### src/rtl/wb_stream_reader_cfg_mc.sv
// Multi-channel Wishbone config/status block for stream reader DMA engines.
// Ports: classic Wishbone slave (wb_*), irq_o/ch_irq interrupts, per-channel
// busy/tx_cnt inputs and enable/start_adr/buf_size/burst_size outputs.
module wb_stream_reader_cfg_mc #(
    parameter int WB_AW    = 32,
    parameter int WB_DW    = 32,
    parameter int N_CH     = 2,
    parameter int TX_SHIFT = 2
) (
    input  logic                  wb_clk_i,
    input  logic                  wb_rst_ni,
    input  logic [6:0]            wb_adr_i,
    input  logic [WB_DW-1:0]      wb_dat_i,
    input  logic [WB_DW/8-1:0]    wb_sel_i,
    input  logic                  wb_we_i,
    input  logic                  wb_cyc_i,
    input  logic                  wb_stb_i,
    input  logic [2:0]            wb_cti_i,
    input  logic [1:0]            wb_bte_i,
    output logic [WB_DW-1:0]      wb_dat_o,
    output logic                  wb_ack_o,
    output logic                  wb_err_o,
    output logic                  irq_o,
    output logic [N_CH-1:0]       ch_irq,
    input  logic [N_CH-1:0]       busy,
    output logic [N_CH-1:0]       enable,
    input  logic [N_CH*WB_DW-1:0] tx_cnt,
    output logic [N_CH*WB_AW-1:0] start_adr,
    output logic [N_CH*WB_AW-1:0] buf_size,
    output logic [N_CH*WB_AW-1:0] burst_size
);

    typedef enum logic [1:0] {
        S_IDLE  = 2'd0,
        S_ARMED = 2'd1,
        S_RUN   = 2'd2,
        S_DONE  = 2'd3
    } state_e;

    logic [1:0]       ch;
    logic [2:0]       rsel;
    logic             acc;
    logic             ch_ok;
    logic             wr;
    logic             ack_q, ack_d;
    logic             err_q, err_d;
    logic [WB_DW-1:0] dat_q, dat_d;
    logic [WB_DW-1:0] rdata;
    logic [WB_DW-1:0] tx_sel;

    logic [N_CH-1:0]       mask_v;
    logic [N_CH*6-1:0]     stat_v;
    logic [N_CH*WB_DW-1:0] cnt_v;

    logic unused_ok;
    assign unused_ok = ^{wb_sel_i, wb_cti_i, wb_bte_i, wb_adr_i[1:0]};

    assign ch   = wb_adr_i[6:5];
    assign rsel = wb_adr_i[4:2];
    // Holding off while ack/err is up forces at least two cycles per access.
    assign acc   = wb_cyc_i & wb_stb_i & ~ack_q & ~err_q;
    assign ch_ok = {1'b0, ch} < 3'(N_CH);
    assign wr    = acc & ch_ok & wb_we_i;

    always_comb begin
        ack_d = acc & ch_ok;
        err_d = acc & ~ch_ok;
        dat_d = dat_q;
        if (acc) dat_d = ch_ok ? rdata : '0;
    end

    always_ff @(posedge wb_clk_i or negedge wb_rst_ni) begin
        if (!wb_rst_ni) begin
            ack_q <= 1'b0;
            err_q <= 1'b0;
            dat_q <= '0;
        end else begin
            ack_q <= ack_d;
            err_q <= err_d;
            dat_q <= dat_d;
        end
    end

    assign wb_ack_o = ack_q;
    assign wb_err_o = err_q;
    assign wb_dat_o = dat_q;

    for (genvar c = 0; c < N_CH; c++) begin : g_ch
        state_e           st_q, st_d;
        logic             en_q, en_d;
        logic             irq_q, irq_d;
        logic             mask_q, mask_d;
        logic             cont_q, cont_d;
        logic             bsy_q;
        logic [WB_DW-1:0] cnt_q, cnt_d;
        logic [WB_AW-1:0] adr_q, adr_d;
        logic [WB_AW-1:0] bsz_q, bsz_d;
        logic [WB_AW-1:0] bst_q, bst_d;
        logic             hit, ctrl_wr, start, clr, abort;
        logic             rise, fall, done, cnt_clr;

        assign hit     = wr && (ch == 2'(c));
        assign ctrl_wr = hit && (rsel == 3'd0);
        assign start   = ctrl_wr & wb_dat_i[0];
        assign clr     = ctrl_wr & wb_dat_i[1];
        assign abort   = ctrl_wr & wb_dat_i[2];
        assign cnt_clr = hit && (rsel == 3'd6);
        assign rise    = ~bsy_q & busy[c];
        assign fall    = bsy_q & ~busy[c];
        // Abort suppresses a completion landing in the same cycle.
        assign done    = (st_q == S_RUN) & fall & ~abort;

        always_comb begin
            st_d   = st_q;
            en_d   = en_q;
            cont_d = ctrl_wr ? wb_dat_i[3] : cont_q;
            mask_d = (hit && rsel == 3'd5) ? wb_dat_i[0] : mask_q;
            adr_d  = (hit && rsel == 3'd1) ? wb_dat_i[WB_AW-1:0] : adr_q;
            bsz_d  = (hit && rsel == 3'd2) ? wb_dat_i[WB_AW-1:0] : bsz_q;
            bst_d  = (hit && rsel == 3'd3) ? wb_dat_i[WB_AW-1:0] : bst_q;
            case (st_q)
                S_IDLE, S_DONE: begin
                    if (start) begin
                        st_d = S_ARMED;
                        en_d = 1'b1;
                    end
                end
                S_ARMED: begin
                    if (rise) st_d = S_RUN;
                end
                S_RUN: begin
                    if (fall) begin
                        st_d = cont_q ? S_ARMED : S_DONE;
                        en_d = cont_q;
                    end
                end
                default: ;
            endcase
            if (abort) begin
                st_d = S_IDLE;
                en_d = 1'b0;
            end
            // Completion wins over a simultaneous clear.
            irq_d = done | (irq_q & ~clr);
            // Clear then increment, so a colliding clear+done leaves 1.
            cnt_d = cnt_clr ? '0 : cnt_q;
            if (done) cnt_d = cnt_d + WB_DW'(1);
        end

        always_ff @(posedge wb_clk_i or negedge wb_rst_ni) begin
            if (!wb_rst_ni) begin
                st_q   <= S_IDLE;
                en_q   <= 1'b0;
                irq_q  <= 1'b0;
                mask_q <= 1'b1;
                cont_q <= 1'b0;
                bsy_q  <= 1'b0;
                cnt_q  <= '0;
                adr_q  <= '0;
                bsz_q  <= WB_AW'(100);
                bst_q  <= WB_AW'(2);
            end else begin
                st_q   <= st_d;
                en_q   <= en_d;
                irq_q  <= irq_d;
                mask_q <= mask_d;
                cont_q <= cont_d;
                bsy_q  <= busy[c];
                cnt_q  <= cnt_d;
                adr_q  <= adr_d;
                bsz_q  <= bsz_d;
                bst_q  <= bst_d;
            end
        end

        assign enable[c] = en_q;
        assign ch_irq[c] = irq_q;
        assign mask_v[c] = mask_q;
        assign start_adr[c*WB_AW +: WB_AW]  = adr_q;
        assign buf_size[c*WB_AW +: WB_AW]   = bsz_q;
        assign burst_size[c*WB_AW +: WB_AW] = bst_q;
        assign cnt_v[c*WB_DW +: WB_DW]      = cnt_q;
        assign stat_v[c*6 +: 6] = {st_q, cont_q, mask_q, irq_q, busy[c]};
    end

    always_comb begin
        rdata  = '0;
        tx_sel = '0;
        for (int c = 0; c < N_CH; c++) begin
            if (ch == 2'(c)) begin
                tx_sel = tx_cnt[c*WB_DW +: WB_DW];
                case (rsel)
                    3'd0: rdata[5:0] = stat_v[c*6 +: 6];
                    3'd1: rdata = WB_DW'(start_adr[c*WB_AW +: WB_AW]);
                    3'd2: rdata = WB_DW'(buf_size[c*WB_AW +: WB_AW]);
                    3'd3: rdata = WB_DW'(burst_size[c*WB_AW +: WB_AW]);
                    3'd4: rdata = tx_sel << TX_SHIFT;
                    3'd5: rdata[0] = mask_v[c];
                    3'd6: rdata = cnt_v[c*WB_DW +: WB_DW];
                    default: rdata = '0;
                endcase
            end
        end
    end

    assign irq_o = |(ch_irq & mask_v);

endmodule

### config.mk
export PLATFORM = sky130hd
export DESIGN_NAME = wb_stream_reader_cfg_mc
export DESIGN_NICKNAME = d
export VERILOG_FILES = /design/src/rtl/wb_stream_reader_cfg_mc.sv
export SDC_FILE = /design/constraint.sdc
export NUM_CORES = 1
export LEC_CHECK = 0
export CORE_ASPECT_RATIO = 1.2
export CORE_MARGIN = 2
export CORE_UTILIZATION = 50
export CTS_CLUSTER_DIAMETER = 100
export DETAILED_ROUTE_END_ITERATION = 12
export DONT_BUFFER_PORTS = 1
export PLACE_DENSITY_LB_ADDON = 0.12
export SYNTH_ARGS = -nofsm -noshare
export SYNTH_HDL_FRONTEND = slang
export SYNTH_SLANG_ARGS = --single-unit
### constraint.sdc
create_clock -name wb_clk_i -period 4.11 [get_ports wb_clk_i]
set_input_delay 0.411 -clock wb_clk_i [delete_from_list [all_inputs] [get_ports wb_clk_i]]
set_output_delay 0.411 -clock wb_clk_i [all_outputs]
set_load 0.1 [all_outputs]
---- After elaboration in Yosys (flattened, before gate mapping) ----
Cells that the tools add are included.
Widths: inputs -> output; s select.
word-level totals
  bits in registers ....................... 304
  latch bits .............................. 0
  memory bits (writable) .................. 0
  ROM bits ................................ 0
  output and inout port bits .............. 231
  logic and storage cells ................. 142
  memories ................................ 0
operators by class
  add/sub/neg operators ................... 2
  $mul .................................... 0
  divide/modulo/power cells ............... 0
  order comparisons ....................... 1
  equality and inequality tests ........... 19
  shifts and indexed selects .............. 0
  mux-type cells .......................... 33
  bitwise operators ....................... 36
  reduce and logical (&&, ||, !) cells .... 28
operator list
  operator               number
  $mux 32                7
  $pmux 26 s6            1
  $pmux 26 s5            1
  $add 32x1->32 const B  2
  $pmux 5 s7             1
  $pmux 5 s6             1
  $and 1x1->1            22
  $mux 2                 10
  $ne 3x3->1 const B     6
  $logic_and 1x1->1      14
  $pmux 1 s6             2
  $pmux 2 s3             2
  $reduce_and 3->1       4
  $not 1->1              11
  $eq 3x3->1 const B     3
  $eq 2x2->1 const B     4
  $reduce_or 2->1        4
  $eq 2x1->1 const B     3
  $eq 3x2->1 const B     2
  $logic_not 2->1        3
  $mux 1                 6
  $reduce_bool 3->1      2
  $pmux 1 s2             2
  $eq 3x1->1 const B     1
  other kinds (4)        5

---- Logic depth before layout (Yosys ltp) ----
Gate-level depths: netlist (run 1).
  word-level depth ........................ 11
  depth in mapped cells ................... 12

---- Least setup slack after synthesis (run 1) ----
No wires, ideal clock.
  path type ............................... flip-flop to flip-flop
  start ................................... reg err_q, in the netlist wb_err_o
  end ..................................... reg g_ch[0].cnt_q[28]
  library setup time ...................... 0.078 ns
  data arrival time ....................... 2.940 ns
  required time ........................... 4.032 ns
  slack ................................... 1.092 ns
  stages on the path, launching flop included .. 12
  cell sequence ........................... dfrtp_1 -> nor4bb_1 -> buf_2 -> nand3_1 -> and2_1 -> ha_1 -> nand3_1 -> nor3_4 -> nand2_2 -> buf_6 -> or4_1 -> a21oi_1
between the ends
  cells in the longest elaborated chain, start to end .. 10
ends and longest elaborated chain
  what                                                                   RTL line  RTL
  start: declaration                                                     46        logic err_q, err_d;
  start signal: assignment                                               79        err_q <= err_d;
  $not 1->1 *                                                            61        assign acc = wb_cyc_i & wb_stb_i & ~ack_q & ~err_q;
  $and 1x1->1 *                                                          61
  $and 1x1->1 * (2 in a row)                                             63        assign wr = acc & ch_ok & wb_we_i;
  $logic_and 1x1->1 *                                                    102       assign hit = wr && (ch == 2'(c));
  parallel branches: the longest is 4 deep, another holds $add 32x1->32  n/a
  $mux 32 *                                                              147       if (done) cnt_d = cnt_d + WB_DW'(1);
  net g_ch[0].cnt_d[28]                                                  95        logic [WB_DW-1:0] cnt_q, cnt_d;
  end signal: assignment                                                 169       cnt_q <= cnt_d;
  end: declaration                                                       95
Mark *: on every way through the listed nets, which the timed path passes.
A chain may end at the register's enable or synchronous reset.

---- Final worst setup path (run 1) ----
  start ................................... reg ack_q, in the netlist wb_ack_o
  end ..................................... reg g_ch[0].cnt_q[26]
between the ends
  cells in the longest elaborated chain, start to end .. 11
ends and longest elaborated chain
  what                                                                   RTL line  RTL
  start: declaration                                                     45        logic ack_q, ack_d;
  start signal: assignment                                               78        ack_q <= ack_d;
  $not 1->1 *                                                            61
  $and 1x1->1 * (2 in a row)                                             61
  $and 1x1->1 * (2 in a row)                                             63
  $logic_and 1x1->1 *                                                    102
  parallel branches: the longest is 4 deep, another holds $add 32x1->32  n/a
  $mux 32 *                                                              147
  net g_ch[0].cnt_d[26]                                                  95
Marks and branches as above.

==> flow_metrics.tcl, run 1 <==
set metrics [dict create \
    drt_iter0_markers 992 \
    ys_types 75 \
    path_max_fanout 11 \
    whs_ns -0.409 \
    cts_buffers 34 \
    slew_viol_final 0 \
    dpl_worst_slack_ns 1.15 \
    worst_slew_pin_slew_ns 1.16 \
    grt_max_degree 305 \
    ctsHoldBuffers 3 \
    netlist_area_um2 15500 \
    r2r_slack_ns 1.09 \
    worstSetupStartpointType "flip-flop" \
    period_needed_ns 3.02 \
    ctsResizeCount 0 \
    place.gp.congestion 0.842 \
    critPathTopFamily "simple AND/OR/NAND/NOR gates" \
    cpMostUsedCell "nand3_1" \
    vias_per_cell 6.62 \
    hp-class "input pin to asynchronous set/reset pin" \
    io_pins 350 \
    crit_buf_inv 1 \
    first_pass_iters 7 \
    h-tree-depth 2 \
    start_util 0.507 \
    run_status "finished, violations left" \
    clock_sinks 304 \
    cts_tree "yes" \
    ys_async_sr_fraction 1.00 \
    clock_path_buffers 3 \
    rsz0062_at_grt "false" \
    cp.arrival_ns 3.45 \
    synth-edff-count 0 \
    die_w_um 164 \
    synth-compound-area-share 0.133 \
    critical-path-max-stage-delay_ns 0.55 \
    avgSynthCellArea_um2 11.3 \
    port_buffers 0 \
    hold_viol 303 \
    synth_top_family_by_area "multiplexers" \
    vdd_drop_max_uv 440 \
    dieHeight_um 197 \
    drive_gt1_frac 0.191 \
    synth_xor_area_frac 0.0227 \
    layout-area-overhead-vs-synth_pct 10.1 \
    power_leakage_nw 7.72 \
    reg2reg_from "wb_ack_o" \
    grt_pass1_wl_mm 77.8 \
    stdcell_area_um2 17000 \
    crit_slowest_cell "or4_1" \
    drtAntennaViolNets 0 \
    slew_headroom 0.223 \
    core.rowCount 70 \
    seq_area_frac_synth 0.493 \
    p_per_area_nw_per_um2 533 \
    root_buffer "clkbuf_16" \
    syn_inst 1370 \
    utilization 0.558 \
    synth_fa_ha_area_frac 0.00648 \
    maxCapViolCount 0 \
    clk-insertion-delay-late_ns 0.52 \
    drc 0 \
    synth_ff_type "dfrtp_1" \
    r2r_cells 10 \
    ys_ff_latch 304 \
    core_um2 30500 \
    fmax_ghz 0.331 \
    dpl_cell_area_um2 15700 \
    crit_chain "buf_4 > nor4bb_4 > nand3_1 > and2_1 > ha_1 > nand3_1 > nor3_4 > nand2_2 > or4_1 > a21oi_1" \
    post_cts_buffers 0 \
    grt_antenna_before_repair 2 \
    first_global_vias 11900 \
    layout_setup_ws_ns 1.09 \
    synthSimpleGateAreaFrac 0.115 \
    synth_warnings 0 \
    nets 1464 \
    num_vias 11700 \
    wirelength_mm 52.8 \
    synthMuxAreaShare 0.194 \
    r2r-end "g_ch[0].cnt_q[26]" \
    worstSetupPathType "flip-flop to flip-flop" \
    avgRoutedWirePerCell_um 30.0 \
    dp_hpwl_mm 35.5 \
    setup-tns-final_ns 0 \
    violations "hold timing" \
    syn_nets 1497 \
    fin_crit_sh 0.734 \
    grtUsageTotal 0.325 \
    setup_viol 0 \
    fillers 2657 \
    grt-ovfl-total 0 \
    skew_ns 0.0134 \
    crit_required_ns 4.54 \
    die_area_um2 32300 \
    clk_pin_slew_ns 0.06 \
    end_kind "flip-flop" \
]
through the flow:
stage	instances	hold slack, ns	total power [mW]
floorplan	1370	0.115	5.55
global placement	1694	0.130	5.74
detailed placement	1694	0.127	5.78
CTS	1758	-0.426	9.12
global route	1758	-0.430	9.36
finish	1759	-0.409	9.07
logic make-up after synthesis:
group	count (synthesis)
adder cells (fa/ha/maj)	8
XOR/XNOR	40
AO/OA/AOI/OAI	298
flip-flops	304
multiplexers	272
buffers and inverters	118
AND/OR/NAND/NOR	330
state kept, by name, indices dropped and copies added (netlist names):
name / cells
g_ch.adr_q: 64
g_ch.bsz_q: 64
wb_ack_o: 1
g_ch.irq_q: 2
g_ch.st_q: 4
wb_err_o: 1
g_ch.en_q: 2
g_ch.mask_q: 2
g_ch.cnt_q: 64
g_ch.cont_q: 2
wb_dat_o: 32
g_ch.bst_q: 64
g_ch.bsy_q: 2
power breakdown:
part	switching (mW)	internal (mW)
Sequential	1.64	3.21
Combinational	0.480	0.395
Clock	1.24	2.10
final cells by class:
class | instances | area [um^2] | share of cell area
Antenna cell | 1 | 2.50 | 0.000147
Clock inverter | 10 | 204 | 0.0120
Multi-Input combinational cell | 948 | 7340 | 0.432
Sequential cell | 304 | 7620 | 0.448
Tap cell | 396 | 495 | 0.0291
Clock buffer | 51 | 1030 | 0.0603
Timing Repair Buffer | 31 | 253 | 0.0149
Inverter | 18 | 67.6 | 0.00397
metal layers:
| layer | global-route usage | routed length (um) |
|---|---|---|
| met5 | 0 | 13 |
| met4 | 0.122 | 1960 |
| met3 | 0.123 | 5910 |
| met2 | 0.520 | 24700 |
| met1 | 0.399 | 20200 |
how the worst max path moves through the flow:
stage,depth (start not counted),to,startpoint,slack (ns)
finish,10,g_ch[0].cnt_q[26],wb_ack_o,1.09
floorplan,11,g_ch[0].cnt_q[28],wb_err_o,1.09
global placement,10,g_ch[0].cnt_q[26],wb_ack_o,1.19
CTS,10,g_ch[0].cnt_q[26],wb_ack_o,1.13
detailed placement,10,g_ch[0].cnt_q[26],wb_ack_o,1.15
global route,10,g_ch[0].cnt_q[26],wb_ack_o,0.93
cell usage after synthesis (all sizes together) (22+ instances only):
library cell	count	area share
xor2	35	0.020
nand4	22	0.010
a221oi	42	0.024
nand3	41	0.014
dfrtp	294	0.48
mux2	216	0.16
a21oi	81	0.026
nor2	85	0.021
nand2	78	0.019
a22oi	23	0.011
buf	68	0.024
clkbuf	32	0.0078
mux2i	56	0.036
o21ai	55	0.018
cell usage in the layout (no fill, tap or decap), drive strengths merged, types with 12 or more instances in the layout:
master and instances:
xor2 35, o22ai 15, nor3 13, nand2 78
nand4 22, and3 14, o211ai 13, mux2i 56
nor2 85, nand3 41, inv 19, a22oi 23
o21ai 55, dfrtp 294, or3 14, buf 28
a221oi 42, mux2 216, a21oi 81, clkbuf 51
a221o 21, a211oi 12
No activity file was read; power rests on OpenSTA's default activity.
==> inputs of run 2 (changes only) <==
Clock period 4.11 ns to 3 ns, I/O delays scaled along.
==> run 2 against run 1 <==
The run still ends with hold timing left. Sequential share of layout area decreased by 2.5 points. First-iteration DRC count increased by 6.7%. Highest routed layer is now met4. Sequential power increased by 25%. Die area unchanged. Routed wire length increased by 1.4%.
==> flow_metrics.tcl, run 2 (synthesized netlist as in run 1, its figures left out) <==
set metrics [dict create \
    vdd_drop_max_uv 520 \
    slew_viol_final 0 \
    worstSetupStartpointType "flip-flop" \
    path_max_fanout 11 \
    crit_slowest_cell "or4_1" \
    r2r_cells 7 \
    grt_pass1_wl_mm 80.0 \
    grt_max_degree 305 \
    violations "hold timing" \
    p_switching_mw 4.69 \
    reg2reg_from "g_ch[0].st_q[0]" \
    nets 1591 \
    die_w_um 164 \
    wirelength_mm 53.6 \
    run_status "finished, violations left" \
    cts_buffers 34 \
    critPathTopFamily "simple AND/OR/NAND/NOR gates" \
    port_buffers 0 \
    dp_hpwl_mm 36.7 \
    cp.arrival_ns 3.15 \
    first_global_vias 12300 \
    start_util 0.507 \
    place.gp.congestion 0.858 \
    post_cts_buffers 0 \
    cts_tree "yes" \
    hp-class "input pin to asynchronous set/reset pin" \
    r2r_slack_ns 0.28 \
    grtUsageTotal 0.331 \
    clk-insertion-delay-late_ns 0.52 \
    crit_chain "inv_1 > ha_1 > nand3b_1 > nor3_1 > nand4b_1 > or4_1 > a21oi_1" \
    grt_antenna_before_repair 1 \
    layout-area-overhead-vs-synth_pct 16.7 \
    layout_common_cells "293 x dfrtp_1, 135 x mux2_2, 118 x buf_4" \
    final_common_cell "dfrtp_1" \
    critical-path-max-stage-delay_ns 0.58 \
    vias_per_cell 6.46 \
    core.rowCount 70 \
    dp.cells 1788 \
    slew_headroom 0.289 \
    seqPwrFrac 0.488 \
    first_pass_iters 7 \
    clock_sinks 304 \
    drc 0 \
    ctsHoldBuffers 36 \
    instances_no_fill 1888 \
    core_um2 30500 \
    p_per_area_nw_per_um2 690 \
    fillers 2590 \
    clock_path_buffers 3 \
    root_buffer "clkbuf_16" \
    setup_viol 0 \
    die_area_um2 32300 \
    clkPwrFrac 0.352 \
    num_vias 12200 \
    h-tree-depth 2 \
    fin_crit_sh 0.905 \
    grt-ovfl-total 0 \
    drtAntennaViolNets 0 \
    worstSetupPathType "flip-flop to flip-flop" \
    setup-tns-final_ns 0 \
    rsz0062_at_grt "false" \
    utilization 0.592 \
    power_leakage_nw 8.34 \
    r2r-end "g_ch[0].cnt_q[25]" \
    io_pins 350 \
    dpl_worst_slack_ns 0.333 \
    crit_buf_inv 1 \
    worst_slew_pin_slew_ns 1.07 \
    clk_pin_slew_ns 0.06 \
    drive_gt1_frac 0.238 \
    drt_iter0_markers 1058 \
    layout_setup_ws_ns 0.285 \
    avgRoutedWirePerCell_um 28.4 \
    whs_ns -0.498 \
    p_int_mw 7.75 \
    hold_viol 304 \
    crit_required_ns 3.44 \
    fmax_ghz 0.368 \
    maxCapViolCount 0 \
    pwr-share-comb 0.160 \
    dieHeight_um 197 \
    power.share.switching 0.377 \
    end_kind "flip-flop" \
    period_needed_ns 2.72 \
    skew_ns 0.0187 \
    ctsResizeCount 0 \
]
-- run 2: power by group through the flow --
stage	registers (mW)	logic (mW)	clock network [mW]
2_1_floorplan	6.46	1.14	0
6_report	6.07	1.99	4.38
3_3_place_gp	6.13	1.88	0
3_5_place_dp	6.14	1.90	0
5_1_grt	6.11	2.13	4.61
4_1_cts	6.07	1.99	4.45
-- run 2: worst max path at each step --
stage	cells after the start	endpoint	start
6_report	7	g_ch[0].cnt_q[25]	g_ch[0].st_q[0]
5_1_grt	7	g_ch[0].cnt_q[25]	g_ch[0].st_q[0]
4_1_cts	7	g_ch[0].cnt_q[25]	g_ch[0].st_q[0]
3_5_place_dp	7	g_ch[0].cnt_q[25]	g_ch[0].st_q[0]
3_3_place_gp	7	g_ch[0].cnt_q[25]	g_ch[0].st_q[0]
2_1_floorplan	11	g_ch[0].cnt_q[28]	wb_ack_o
-- run 2: cell type report --
type                            instances  area (um^2)  area share
Tap cell                              396          495      0.0275
Clock inverter                         10          131     0.00729
Antenna cell                            2         5.00    0.000278
Sequential cell                       304         7620       0.423
Timing Repair Buffer                  158         1330      0.0736
Multi-Input combinational cell        948         7340       0.407
Clock buffer                           52         1040      0.0578
Inverter                               18         67.6     0.00375
-- run 2: through the flow --
| stage | hold WS, ns | power (mW) | instance area [um^2] |
|---|---|---|---|
| 2_1_floorplan | 0.00441 | 7.60 | 15500 |
| 3_3_place_gp | 0.0178 | 8.01 | 16500 |
| 3_5_place_dp | 0.0178 | 8.04 | 16500 |
| 4_1_cts | -0.523 | 12.5 | 18000 |
| 5_1_grt | -0.527 | 12.9 | 18000 |
| 6_report | -0.498 | 12.4 | 18000 |
-- run 2: layer usage --
| layer | part of all wire | vias up | track usage |
|---|---|---|---|
| met3 | 0.11 | 119 | 0.0983 |
| met4 | 0.042 | 0 | 0.121 |
| met5 | 0 | - | 0 |
| li1 | - | 5290 | - |
| met1 | 0.39 | 6171 | 0.428 |
| met2 | 0.46 | 625 | 0.527 |
==> inputs of run 3 (changes only) <==
Settings changed: GPL_TIMING_DRIVEN set to 0.
==> run 3 against run 2 <==
Count of clock-buffer cells in the layout grew 3. Critical path type unchanged. Worst setup slack got worse by 0.29 ns. Critical endpoint is now wb_dat_o[9]. Routed wire length is 15% higher. Largest cell class unchanged. Sequential share of layout area up 1.4 points. Register-to-register slack worse by 0.29 ns. Clock power about the same. The run ends with hold timing, setup timing left. Flip-flop and latch count is the same.
==> flow_metrics.tcl, run 3 (synthesized netlist as in run 1, its figures left out) <==
set metrics [dict create \
    die_area_um2 32300 \
    power_leakage_nw 7.96 \
    drt_iter0_markers 1135 \
    maxCapViolCount 0 \
    skew_ns 0.0189 \
    layout-area-overhead-vs-synth_pct 13.0 \
    grt-ovfl-total 0 \
    num_vias 12600 \
    critPathTopFamily "simple AND/OR/NAND/NOR gates" \
    wirelength_mm 61.6 \
    fmax_ghz 0.333 \
    nets 1566 \
    first_pass_iters 8 \
    path_max_fanout 10 \
    vias_per_cell 6.78 \
    rsz0062_at_grt "false" \
    crit_slowest_cell "nor2_1" \
    drive_gt1_frac 0.198 \
    io_pins 350 \
    first_global_vias 12700 \
    r2r-end "wb_dat_o[9]" \
    crit_buf_inv 2 \
    setup_viol 1 \
    die_w_um 164 \
    grtUsageTotal 0.379 \
    cts_tree "yes" \
    fin_crit_sh 1.00 \
    cts_buffers 34 \
    vdd_drop_max_uv 735 \
    place.gp.congestion 0.960 \
    utilization 0.573 \
    crit_chain "nand4bb_1 > buf_2 > clkbuf_1 > nor2_1 > nand3_1 > o21ai_1" \
    dieHeight_um 197 \
    clock_sinks 304 \
    hp-class "input pin to asynchronous set/reset pin" \
    grt_pass1_wl_mm 88.2 \
    clock_path_buffers 3 \
    r2r_slack_ns -0.0009 \
    clk-insertion-delay-late_ns 0.53 \
    end_kind "flip-flop" \
    whs_ns -0.515 \
    worst_slew_pin_slew_ns 1.15 \
    worstSetupPathType "flip-flop to flip-flop" \
    cp.arrival_ns 3.45 \
    drtAntennaViolNets 0 \
    critical-path-max-stage-delay_ns 1.01 \
    reg2reg_from "wb_ack_o" \
    stdcell_area_um2 17500 \
    hold_viol 299 \
    violations "hold timing, setup timing" \
    n_antenna_cell 0 \
    grt_antenna_before_repair 0 \
    root_buffer "clkbuf_16" \
    core.rowCount 70 \
    period_needed_ns 3.00 \
    clk_pin_slew_ns 0.06 \
    port_buffers 0 \
    r2r_cells 6 \
    slew_viol_final 0 \
    final_common_cell "dfrtp_1" \
    fillers 2675 \
    core_um2 30500 \
    fin_total_pwr_mw 12.5 \
    avgRoutedWirePerCell_um 33.1 \
    ctsHoldBuffers 32 \
    h-tree-depth 2 \
    worstSetupStartpointType "flip-flop" \
    start_util 0.507 \
    crit_required_ns 3.45 \
    drc 0 \
    run_status "finished, violations left" \
    p_per_area_nw_per_um2 716 \
    dp_hpwl_mm 44.2 \
    layout_setup_ws_ns -0.000866 \
    dpl_cell_area_um2 16000 \
    layout_common_cells "292 x dfrtp_1, 135 x mux2_2, 84 x nor2_1" \
    slew_headroom 0.230 \
    grt_max_degree 305 \
]
-- run 3: cell types whose count changed in the layout (fill, tap and decap cells not counted), sizes merged --
| cell | before | now |
|---|---|---|
| bufinv | 3 | 2 |
| inv | 19 | 18 |
| dlygate4sd3 | 36 | 32 |
| diode | 2 | 0 |
| buf | 122 | 69 |
| clkbuf | 52 | 87 |
| clkinv | 6 | 5 |
-- run 3: how the worst max path moves through the flow --
stage,slack (ns),cells past startpoint,endpoint,start
4_1_cts,0.003,11,g_ch[0].cnt_q[28],wb_err_o
3_3_place_gp,-0.44,11,g_ch[0].cnt_q[28],wb_ack_o
2_1_floorplan,0.006,11,g_ch[0].cnt_q[28],wb_ack_o
3_5_place_dp,-0.51,11,g_ch[0].cnt_q[30],wb_ack_o
6_report,-0.0009,6,wb_dat_o[9],wb_ack_o
5_1_grt,0.007,11,g_ch[0].cnt_q[30],wb_err_o
-- run 3: repair_timing --
| action | in CTS | in global routing |
|---|---|---|
| hold endpoints to repair | 490 | 304 |
| gates cloned | 0 | 0 |
| pin swaps | 0 | 1 |
| resized for setup | 5 | 7 |
| buffers inserted | 0 | 1 |
| endpoints found under the setup margin | 88 | 13 |
-- run 3: stage by stage --
stage	cells	setup WS (ns)	TNS [ns]
global placement	1766	-0.445	-8.07
floorplan	1370	0.00592	0
finish	1861	-0.000866	-0.000866
CTS	1860	0.00278	0
global route	1861	0.00701	0
detailed placement	1766	-0.509	-7.82
-- run 3: worst reg2reg max path: cells and delay by family, from the launching register on --
kind	cells	cell delay [ns]
flops	1	0.62
buf+inv	2	0.65
compound gates	1	0.19
simple gates	3	1.46
-- run 3: cell type report --
cell class / instances / area [um^2] / area share
Multi-Input combinational cell: 948 / 7290 / 0.417
Clock inverter: 7 / 88.8 / 0.00509
Clock buffer: 55 / 1060 / 0.0609
Timing Repair Buffer: 33 / 328 / 0.0188
Sequential cell: 304 / 7630 / 0.437
Inverter: 18 / 67.6 / 0.00387
Buffer: 100 / 502 / 0.0287
Tap cell: 396 / 495 / 0.0284
-- run 3: power by group --
group          switching, mW  leakage (nW)  internal (mW)  total [mW]
Combinational          0.936          3.30          0.595        1.53
Sequential              2.19          4.09           4.40        6.59
Clock                   1.76         0.567           2.60        4.37
-- run 3: per-layer routing --
metal,up-vias,track usage,wire (um)
met4,0,0.209,3870
met2,779,0.592,27900
li1,5248,-,-
met3,192,0.140,7060
met1,6391,0.454,22700
met5,-,0,0
